### src/rtl/life_stepper_pkg.sv
// Shared types and helpers for the Game of Life next-generation engine.
package life_pkg;

    typedef enum logic [1:0] {
        IDLE,
        COMPUTE,
        COMMIT
    } life_step_t;

    function automatic int unsigned cell_idx(input int unsigned x, input int unsigned y,
                                             input int unsigned width);
        return y * width + x;
    endfunction

    // B3/S23: birth on exactly three neighbours, survival on two or three.
    function automatic logic next_cell(input logic alive, input logic [3:0] n);
        return (n == 4'd3) || (alive && (n == 4'd2));
    endfunction

endpackage

### src/rtl/life_stepper_if.sv
// Board/handshake bundle between the board register side and the stepper.
interface life_stepper_if #(
    parameter int unsigned map_width  = 8,
    parameter int unsigned map_height = 8
);
    localparam int unsigned Cells = map_width * map_height;
    localparam int unsigned PopW  = $clog2(Cells + 1);

    logic             start;
    logic [Cells-1:0] state_cur;
    logic [Cells-1:0] state_next;
    logic             busy;
    logic             done;
    logic [PopW-1:0]  population;
    logic [15:0]      generation;

    modport master (
        output start, state_cur,
        input  state_next, busy, done, population, generation
    );

    modport slave (
        input  start, state_cur,
        output state_next, busy, done, population, generation
    );

endinterface

### src/rtl/life_row_eval.sv
// Combinational B3/S23 evaluation of one row from its two vertical neighbour rows.
module life_row_eval
    import life_pkg::*;
#(
    parameter int unsigned map_width = 8
) (
    input  logic [map_width-1:0] above_i,
    input  logic [map_width-1:0] cur_i,
    input  logic [map_width-1:0] below_i,
    input  logic                 wrap_i,
    output logic [map_width-1:0] row_o
);
    localparam int unsigned XW = $clog2(map_width);

    logic [3:0]    n;
    int            xi;
    logic          in_range;
    logic [XW-1:0] xs;

    always_comb begin
        row_o    = '0;
        n        = '0;
        xi       = 0;
        in_range = 1'b0;
        xs       = '0;
        for (int x = 0; x < int'(map_width); x++) begin
            n = '0;
            for (int dx = -1; dx <= 1; dx++) begin
                xi       = x + dx;
                in_range = 1'b1;
                // Columns past either edge wrap around or read as dead.
                if (xi < 0) begin
                    xi       = int'(map_width) - 1;
                    in_range = wrap_i;
                end else if (xi >= int'(map_width)) begin
                    xi       = 0;
                    in_range = wrap_i;
                end
                xs = XW'(xi);
                if (in_range) begin
                    n = n + {3'b000, above_i[xs]} + {3'b000, below_i[xs]};
                    if (dx != 0) n = n + {3'b000, cur_i[xs]};
                end
            end
            row_o[x] = next_cell(cur_i[x], n);
        end
    end

endmodule

### src/rtl/life_stepper.sv
// Row-serial next-generation engine: snapshot, evaluate one row per clock, commit atomically.
module life_stepper
    import life_pkg::*;
#(
    parameter int unsigned map_width  = 8,
    parameter int unsigned map_height = 8,
    parameter bit          wrap       = 1'b1
) (
    input logic           clock,
    input logic           reset,
    life_stepper_if.slave bus
);
    localparam int unsigned Cells = map_width * map_height;
    localparam int unsigned PopW  = $clog2(Cells + 1);
    localparam int unsigned RowW  = $clog2(map_height);
    localparam logic [RowW-1:0] LastRow = RowW'(map_height - 1);

    life_step_t       state_q, state_d;
    logic [Cells-1:0] snap_q, snap_d, work_q, work_d, state_next_q, state_next_d;
    logic [RowW-1:0]  row_q, row_d;
    logic [PopW-1:0]  pop_q, pop_d, work_pop;
    logic [15:0]      gen_q, gen_d;
    logic             busy_q, busy_d, done_q, done_d;

    logic [map_width-1:0] row_above, row_cur, row_below, row_new;

    // Pick snap rows row-1, row, row+1; rows off the board read as dead without wrap.
    always_comb begin
        row_above = '0;
        row_cur   = '0;
        row_below = '0;
        for (int unsigned r = 0; r < map_height; r++) begin
            if (RowW'(r) == row_q) row_cur = snap_q[cell_idx(0, r, map_width) +: map_width];
            if ((RowW'((r + 1) % map_height) == row_q) && (wrap || (r + 1 < map_height)))
                row_above = snap_q[cell_idx(0, r, map_width) +: map_width];
            if ((RowW'((r + map_height - 1) % map_height) == row_q) && (wrap || (r > 0)))
                row_below = snap_q[cell_idx(0, r, map_width) +: map_width];
        end
    end

    life_row_eval #(
        .map_width(map_width)
    ) u_row_eval (
        .above_i(row_above),
        .cur_i  (row_cur),
        .below_i(row_below),
        .wrap_i (wrap),
        .row_o  (row_new)
    );

    always_comb begin
        work_pop = '0;
        for (int unsigned i = 0; i < Cells; i++) work_pop = work_pop + PopW'(work_q[i]);
    end

    always_comb begin
        state_d      = state_q;
        snap_d       = snap_q;
        work_d       = work_q;
        row_d        = row_q;
        state_next_d = state_next_q;
        pop_d        = pop_q;
        gen_d        = gen_q;
        busy_d       = busy_q;
        done_d       = 1'b0;
        unique case (state_q)
            IDLE: begin
                if (bus.start) begin
                    snap_d  = bus.state_cur;
                    row_d   = '0;
                    busy_d  = 1'b1;
                    state_d = COMPUTE;
                end
            end
            COMPUTE: begin
                for (int unsigned r = 0; r < map_height; r++) begin
                    if (RowW'(r) == row_q) work_d[cell_idx(0, r, map_width) +: map_width] = row_new;
                end
                if (row_q == LastRow) begin
                    row_d   = '0;
                    state_d = COMMIT;
                end else begin
                    row_d = row_q + RowW'(1);
                end
            end
            COMMIT: begin
                state_next_d = work_q;
                pop_d        = work_pop;
                gen_d        = gen_q + 16'd1;
                done_d       = 1'b1;
                busy_d       = 1'b0;
                state_d      = IDLE;
            end
            default: state_d = IDLE;
        endcase
    end

    always_ff @(posedge clock or negedge reset) begin
        if (!reset) begin
            state_q      <= IDLE;
            snap_q       <= '0;
            work_q       <= '0;
            row_q        <= '0;
            state_next_q <= '0;
            pop_q        <= '0;
            gen_q        <= '0;
            busy_q       <= 1'b0;
            done_q       <= 1'b0;
        end else begin
            state_q      <= state_d;
            snap_q       <= snap_d;
            work_q       <= work_d;
            row_q        <= row_d;
            state_next_q <= state_next_d;
            pop_q        <= pop_d;
            gen_q        <= gen_d;
            busy_q       <= busy_d;
            done_q       <= done_d;
        end
    end

    assign bus.state_next = state_next_q;
    assign bus.population = pop_q;
    assign bus.generation = gen_q;
    assign bus.busy       = busy_q;
    assign bus.done       = done_q;

endmodule

### src/flat_wrapper.sv
// flat-port wrapper written by rule: the top's interface ports become plain ports
module life_stepper_flat import life_pkg::*;
#(
    parameter int unsigned map_width  = 8,
    parameter int unsigned map_height = 8,
    parameter bit          wrap       = 1'b1
)
  (clock, reset, bus_start, bus_state_cur, bus_state_next, bus_busy, bus_done, bus_population, bus_generation);
  life_stepper_if #(.map_width(map_width), .map_height(map_height)) bus_i ();
  input logic clock;
  input logic reset;
  input wire logic [$bits(bus_i.start)-1:0] bus_start;
  input wire logic [$bits(bus_i.state_cur)-1:0] bus_state_cur;
  output wire logic [$bits(bus_i.state_next)-1:0] bus_state_next;
  output wire logic [$bits(bus_i.busy)-1:0] bus_busy;
  output wire logic [$bits(bus_i.done)-1:0] bus_done;
  output wire logic [$bits(bus_i.population)-1:0] bus_population;
  output wire logic [$bits(bus_i.generation)-1:0] bus_generation;
  assign bus_i.start = bus_start;
  assign bus_i.state_cur = bus_state_cur;
  assign bus_state_next = bus_i.state_next;
  assign bus_busy = bus_i.busy;
  assign bus_done = bus_i.done;
  assign bus_population = bus_i.population;
  assign bus_generation = bus_i.generation;
  life_stepper #(.map_width(map_width), .map_height(map_height), .wrap(wrap)) u_core (.clock(clock), .reset(reset), .bus(bus_i));
endmodule
### config.mk
export PLATFORM = sky130hd
export DESIGN_NAME = life_stepper_flat
export DESIGN_NICKNAME = d
export VERILOG_FILES = /design/src/rtl/life_stepper_pkg.sv /design/src/rtl/life_stepper_if.sv /design/src/rtl/life_row_eval.sv /design/src/rtl/life_stepper.sv /design/src/flat_wrapper.sv
export SDC_FILE = /design/constraint.sdc
export NUM_CORES = 1
export LEC_CHECK = 0
export BUFFER_PORTS_ARGS = -buffer_cell sky130_fd_sc_hd__buf_2
export CAP_MARGIN = 20
export CORE_ASPECT_RATIO = 0.5
export CORE_UTILIZATION = 40
export CTS_CLUSTER_DIAMETER = 200
export DETAILED_ROUTE_END_ITERATION = 8
export GPL_TIMING_DRIVEN = 0
export PLACE_DENSITY_LB_ADDON = 0.1
export SETUP_SLACK_MARGIN = 0.02
export SLEW_MARGIN = 10
export SYNTH_ARGS = -nofsm -noshare
export SYNTH_HDL_FRONTEND = slang
export SYNTH_SLANG_ARGS = --single-unit
### constraint.sdc
create_clock -name clock -period 6.6 [get_ports clock]
set_input_delay 0.66 -clock clock [delete_from_list [all_inputs] [get_ports clock]]
set_output_delay 0.66 -clock clock [all_outputs]
set_load 0.02 [all_outputs]
==> results of run 1 <==
[kinds of logic (layout without fill, tap and decap cells)]
kind of cell,count (synthesis),count (layout),share of synthesized area (%)
and+or+nand+nor,402,402,13.1
AOI/OAI and AO/OA,321,321,15.1
buffers and inverters,230,432,6.86
DFF,222,222,41.7
adders and majority gates,132,132,17.3
muxes,58,58,4.91
xor gates and xnor gates,17,17,1.12
[area by class of cell]
type / count / area, um^2 / area share (%)
repair buffers: 163 / 886 / 5.69
plain buffers: 74 / 329 / 2.11
well taps: 432 / 541 / 3.47
flip-flops and latches: 222 / 5560 / 35.7
inverters: 154 / 579 / 3.72
clock inverters: 14 / 190 / 1.22
multi-input cells: 930 / 6870 / 44.1
clock buffers: 27 / 621 / 3.99
[synth_stat cells (4+ instances only)]
cell / instances
a211o_1: 6
a211oi_1: 11
a21o_1: 18
a21oi_1: 62
a221o_1: 6
a311o_1: 6
a31oi_1: 9
and2_1: 4
buf_1: 18
buf_2: 22
buf_4: 6
clkbuf_1: 30
dfrtp_1: 222
fa_1: 86
ha_1: 46
inv_1: 152
mux2_2: 58
nand2_1: 283
nand2b_1: 9
nand3_1: 24
nand3b_1: 12
nand4_1: 4
nor2_1: 30
nor2b_1: 14
nor3b_1: 10
o211ai_1: 6
o21a_1: 7
o21ai_0: 128
o21ai_1: 12
o221ai_1: 4
o22ai_1: 13
o31ai_1: 11
o32a_1: 7
xnor2_1: 14
[sequential cells by signal, indices dropped and copies added (netlist names)]
signal and count:
u_core.bus.done 1, u_core.snap_q 64, u_core.row_q 3, u_core.work_q 64, u_core.bus.state_next 64, u_core.bus.busy 1
u_core.state_q 2, u_core.bus.generation 16, u_core.bus.population 7
[critical path, cell delays in order (launching register included)]
cell,delay [ns]
dfrtp_1,0.40
ha_1,0.30
inv_1,0.07
fa_1,0.44
fa_2,0.59
fa_1,0.45
fa_1,0.41
inv_1,0.09
fa_1,0.45
fa_1,0.50
fa_1,0.54
inv_1,0.05
fa_1,0.53
inv_1,0.07
ha_1,0.28
nor2b_1,0.13
o21ai_2,0.12
a21oi_1,0.10
o21a_1,0.18
or4_1,0.39
nand3_1,0.09
[per-layer routing]
metal  wire (um)  global-route usage [%]  vias up
met5           0                       0        -
met4        1120                    7.47        0
met3        2520                    4.46       61
met2       18000                    39.0      314
met1       19000                    34.7     5289
li1            -                       -     4971
[metrics by stage]
stage               utilization, %  hold WS, ns
floorplan                        -        0.364
global placement              45.5        0.460
detailed placement            45.7        0.459
CTS                           48.3        0.309
global route                  48.4        0.316
finish                        48.4        0.327
[what timing repair did]
action	in CTS	in global routing
endpoints found under the hold margin	24	0
pin swaps	0	4
hold buffers	1	0
setup buffers	0	0
gates resized for setup	4	4
endpoints found under the setup margin	37	8
[worst paths after layout]
path	startpoint	endpoint	cells after the start
setup / recovery	u_core.work_q[0]	u_core.bus.population[5]	20
hold / removal	bus_state_cur[39]	u_core.snap_q[39]	3
setup reg to reg	u_core.work_q[0]	u_core.bus.population[5]	20
hold reg to reg	u_core.bus.state_next[44]	u_core.bus.state_next[44]	2
max in group asynchronous	reset	u_core.snap_q[55]	3
min in group asynchronous	reset	u_core.work_q[1]	2
==> metrics.cfg, run 1 <==
[status]
status=completed

[route]
drt-vias-per-instance=5.28
drt_first_pass_iters=6
drt_wl_total_um=40700
route.detailed.wl_per_inst_um=20.2
vias=10600
detail_route.iter0.violations=760
antenna_violating_nets_remaining=0
remaining_drc_errors=0

[cells_and_area]
final_common_cell=nand2_1
area_delta_synth_final_pct=17.0
layout.cells.most_common_list=283 x nand2_1, 222 x dfrtp_1, 177 x buf_2
final_cells=2016
layout.filler_cells=3101
finish.net_count=1767
fraction_of_final_layout_cells_with_drive_strength_greater_than_1_pct=19.2
finish.instance_area_um2=15600
diodes=0

[sta]
final.period_utilization_pct=95.1
finalWorstPathRequiredPeriod_ns=6.28
finalHoldViolCount=0
tightestPinTransition_ns=1.15
rsz_0062_raised_after_global_routing=no
final.setup_skew_ns=0.0142
totalNegativeSetupSlack_ns=0
timing.final.ws_setup_ns=0.323
max_freq_mhz=159
setup_violations=0
final-max-slew-violation-count=0
relSlewSlack_pct=22.8

[synthesis]
mappedNetlistNets=1581
synth_area_leader_cell=dfrtp_1
ys_ff_latch=222
synth.lib_cells_used.distinct=55
synth_cells=1382
synth_area_leaders=dfrtp_1 42%, fa_1 13%, nand2_1 8.0%
synthDominantCellAreaShare_pct=41.7
synth-edff-count=0
syn_area_per_cell_um2=9.63
synthArstFlopShare_pct=100
synth-seq-area-share_pct=41.7
yosys_most_used_dff=dfrtp_1
synthesis.area_um2=13300
ys_warn_count=0

[global_route]
initial_antenna_violation_count=0
global_route.overflow_total=0
grt_pass1_wl_um=63500
first_global_vias=10800
globalRouteTotalUtil_pct=24.7
grt_start_max_net_pins=112

[floorplan]
die_width_um=260
design.portCount=156
floorplan.core_area_um2=32200
rows=46
initial_core_util_pct=41.4
dieArea_um2=34100
die_h_um=131

[clock_network]
clock-root-buffer=clkbuf_16
cts.path.max_buffers=3
cts.sinks=222
clock_tree_from_tritoncts=done
cts.clk_slew.worst_paths_ns=0.07
inserted_clock_buffers=23
ctsHtreeMaxLevel=1
clk_latency_ns=0.55

[place]
final_replace_weighted_congestion=0.968
port_buffers=155
placedCellCount=1974
dp_slack_ns=-0.414
dp_hpwl_um=31700
dpl_cell_area_um2=14700

[critical_path]
start_kind=flop
crit_path_end_kind=flop
cp_data_arrival_time_ns=6.76
timing.setup.critical_path_class=flop to flop
critical_path.max_fanout=3
r2r_slack_ns=0.32
cp_data_required_time_ns=7.08

[flow_run]
maxCapViolations=0

[worst_hold_path]
hold_path_class=input port to flop

Power of run 1 is left out: the tool's default activity adds up to more than one toggle a clock period on the data nets, which glitch-free logic cannot reach.
==> inputs of run 2 (changes only) <==
--- a/config.mk
+++ b/config.mk
@@ -5,6 +5,7 @@
 export SDC_FILE = /design/constraint.sdc
 export NUM_CORES = 1
 export LEC_CHECK = 0
+export ABC_AREA = 1
 export BUFFER_PORTS_ARGS = -buffer_cell sky130_fd_sc_hd__buf_2
 export CAP_MARGIN = 20
 export CORE_ASPECT_RATIO = 0.5
==> metrics.cfg, run 2 <==
[cells_and_area]
layout.cells.most_common_list=510 x nand2_1, 229 x inv_1, 221 x dfrtp_1
final_common_cell=nand2_1
finish.net_count=2009  ; +14%
diodes=0  ; unchanged
area_delta_synth_final_pct=16.0
fraction_of_final_layout_cells_with_drive_strength_greater_than_1_pct=17.6  ; -1.6 points
layout.filler_cells=3399  ; +9.6%

[synthesis]
synthXorXnorAreaFrac_pct=1.14  ; +0.019 points
ys_warn_count=0  ; unchanged
synth_mux_area_share_pct=0  ; -4.9 points
synth-simple-area-share_pct=23.5  ; +10 points
mappedNetlistNets=1824  ; +15%
synth-compound-area-share_pct=9.83  ; -5.2 points
synthesis.area_um2=13900  ; +4.1%
synth.lib_cells_used.distinct=52  ; -5.5%
synth.most_common_cell=nand2_1
synth.top_cells.by_count=510 x nand2_1, 229 x inv_1, 222 x dfrtp_1
yosys.area_share.adder_pct=16.6  ; -0.68 points
synth_area_leader_cell=dfrtp_1
synth_area_leaders=dfrtp_1 40%, nand2_1 14%, fa_1 12%
ys_ff_latch=222  ; unchanged
synthDominantCellAreaShare_pct=40.1  ; -1.6 points
yosys_most_used_dff=dfrtp_1
synth-seq-area-share_pct=40.1  ; -1.6 points
synth_top_family_by_area=simple AND/OR/NAND/NOR gates
synthArstFlopShare_pct=100  ; unchanged
synth-edff-count=0  ; unchanged
syn_area_per_cell_um2=8.53  ; -11%
synth_cells=1625  ; +18%

[critical_path]
endpoint_of_the_worst_slack_reg_to_reg_timing_path=u_core.bus.population[5]
cp_data_arrival_time_ns=6.70  ; -0.06 ns
critical_path.max_fanout=3  ; unchanged
cp_data_required_time_ns=7.01  ; -0.07 ns
r2r_slack_ns=0.31  ; about the same
slowest_delay_ns=0.55  ; -0.04 ns
crit_path_end_kind=flop
critical-path-top-delay-family=adder cells
reg2regPathDepth=21  ; +5.0%
r2r_start=u_core.work_q[1]
critical_path.cell_chain=ha_1 -> inv_1 -> fa_1 -> fa_1 -> inv_1 -> fa_1 -> fa_1 -> fa_1 -> fa_1 -> fa_1 -> inv_1 -> fa_1 -> inv_1 -> ha_1 -> a21oi_2 -> nor2_1 -> o21ai_1 -> nand2_1 -> a21oi_1 -> xor2_1 -> o21ai_0
start_kind=flop
cell_at_the_slowest_stage_of_the_critical_path=fa_1
critical_path.n_buffers_inverters=4  ; unchanged
cp_common_cell=fa_1
timing.setup.critical_path_class=flop to flop
timing.critical_path.depth=21  ; +5.0%

[clock_network]
cts.clk_slew.worst_paths_ns=0.07  ; about the same
cts.path.max_buffers=3  ; unchanged
clock_tree_from_tritoncts=done
inserted_clock_buffers=23  ; unchanged
ctsHtreeMaxLevel=1  ; unchanged
clock-root-buffer=clkbuf_16
cts.sinks=222  ; unchanged
clk_latency_ns=0.55  ; about the same

[flow_run]
maxCapViolations=0  ; unchanged

[sta]
totalNegativeSetupSlack_ns=0  ; unchanged
final.setup_skew_ns=0.0243  ; +0.0101 ns
tightestPinTransition_ns=1.04  ; -0.113 ns
max_freq_mhz=159  ; -0.19%
finalWorstPathRequiredPeriod_ns=6.29  ; +0.0120 ns
relSlewSlack_pct=30.6  ; +7.8 points
setup_violations=0  ; unchanged
final-max-slew-violation-count=0  ; unchanged
final.period_utilization_pct=95.3  ; +0.18 points
finalHoldViolCount=0  ; unchanged
rsz_0062_raised_after_global_routing=no

[route]
detail_route.iter0.violations=967  ; +27%
remaining_drc_errors=0  ; unchanged
route.detailed.wl_per_inst_um=17.4  ; -14%
drt_wl_total_um=39900  ; -1.8%
drt-vias-per-instance=4.90  ; -7.1%
vias=11200  ; +5.6%
drt_first_pass_iters=5  ; -1
antenna_violating_nets_remaining=0  ; unchanged

[floorplan]
rows=47  ; +2.2%
design.portCount=156  ; unchanged
floorplan.core_area_um2=33600  ; +4.4%
die_width_um=265  ; +2.0%
dieArea_um2=35400  ; +4.0%
initial_core_util_pct=41.3  ; -0.11 points
die_h_um=134  ; +2.0%

[global_route]
globalRouteTotalUtil_pct=23.1  ; -1.6 points
first_global_vias=11100  ; +2.0%
global_route.overflow_total=0  ; unchanged
initial_antenna_violation_count=0  ; unchanged
grt_pass1_wl_um=63200  ; -0.41%
grt_start_max_net_pins=102  ; -8.9%

[place]
dp_hpwl_um=30700  ; -3.1%
final_replace_weighted_congestion=0.897  ; -7.3%
port_buffers=155  ; unchanged

[worst_hold_path]
hold_path_class=input port to asynchronous set/reset pin

[status]
status=completed

## run 2: worst max path at each step
stage                startpoint                  endpoint  slack (ns)
5_1_grt        u_core.work_q[1]  u_core.bus.population[5]        0.06
3_3_place_gp   u_core.work_q[1]  u_core.bus.population[5]        0.21
2_1_floorplan  u_core.work_q[0]  u_core.bus.population[5]        0.66
4_1_cts        u_core.work_q[1]  u_core.bus.population[5]        0.13
6_report       u_core.work_q[1]  u_core.bus.population[5]        0.31
3_5_place_dp   u_core.work_q[1]  u_core.bus.population[5]        0.14
## run 2: cells by family (layout without fill, tap and decap cells)
logic type | after synthesis | after routing
AND/OR/NAND/NOR | 708 | 708
buffers and inverters | 302 | 504
AO/OA/AOI/OAI | 243 | 243
flip-flops | 222 | 222
adder cells (fa/ha/maj) | 132 | 132
XOR/XNOR | 18 | 18
## run 2: metal layers
metal	track usage (%)	up-vias	wire (um)
met4	4.69	0	792
met5	0	-	0
met1	35.0	5447	20100
met2	35.3	263	17200
met3	3.25	47	1840
li1	-	5475	-
## run 2: repair_timing
| action | 4_1_cts | 5_1_grt |
|---|---|---|
| resized for setup | 0 | 3 |
| endpoints found under the setup margin | 0 | 1 |
| hold buffers | 0 | 0 |
| setup buffers | 0 | 2 |
## run 2: area by class of cell
cell class / count / area (um^2) / share of cell area (%)
Clock buffer: 32 / 639 / 3.98
Sequential cell: 222 / 5560 / 34.6
Clock inverter: 10 / 125 / 0.779
Buffer: 59 / 300 / 1.87
Timing Repair Buffer: 160 / 863 / 5.37
Multi-Input combinational cell: 1101 / 7080 / 44.1
Tap cell: 465 / 582 / 3.62
Inverter: 243 / 921 / 5.73
## run 2: metrics by stage
step / cell area [um^2] / std cells / utilization, % / hold slack [ns] / setup WS (ns)
after CTS: 16000 / 2289 / 47.8 / 0.0413 / 0.133
after global placement: 15200 / 2245 / 45.3 / 0.453 / 0.207
after floorplan: 13900 / 1625 / - / 0.364 / 0.659
after detailed placement: 15300 / 2247 / 45.5 / 0.460 / 0.137
final: 16100 / 2292 / 47.9 / 0.0442 / 0.311
after global routing: 16100 / 2292 / 47.9 / 0.0738 / 0.0574
Power of run 2 is left out for the same reason.
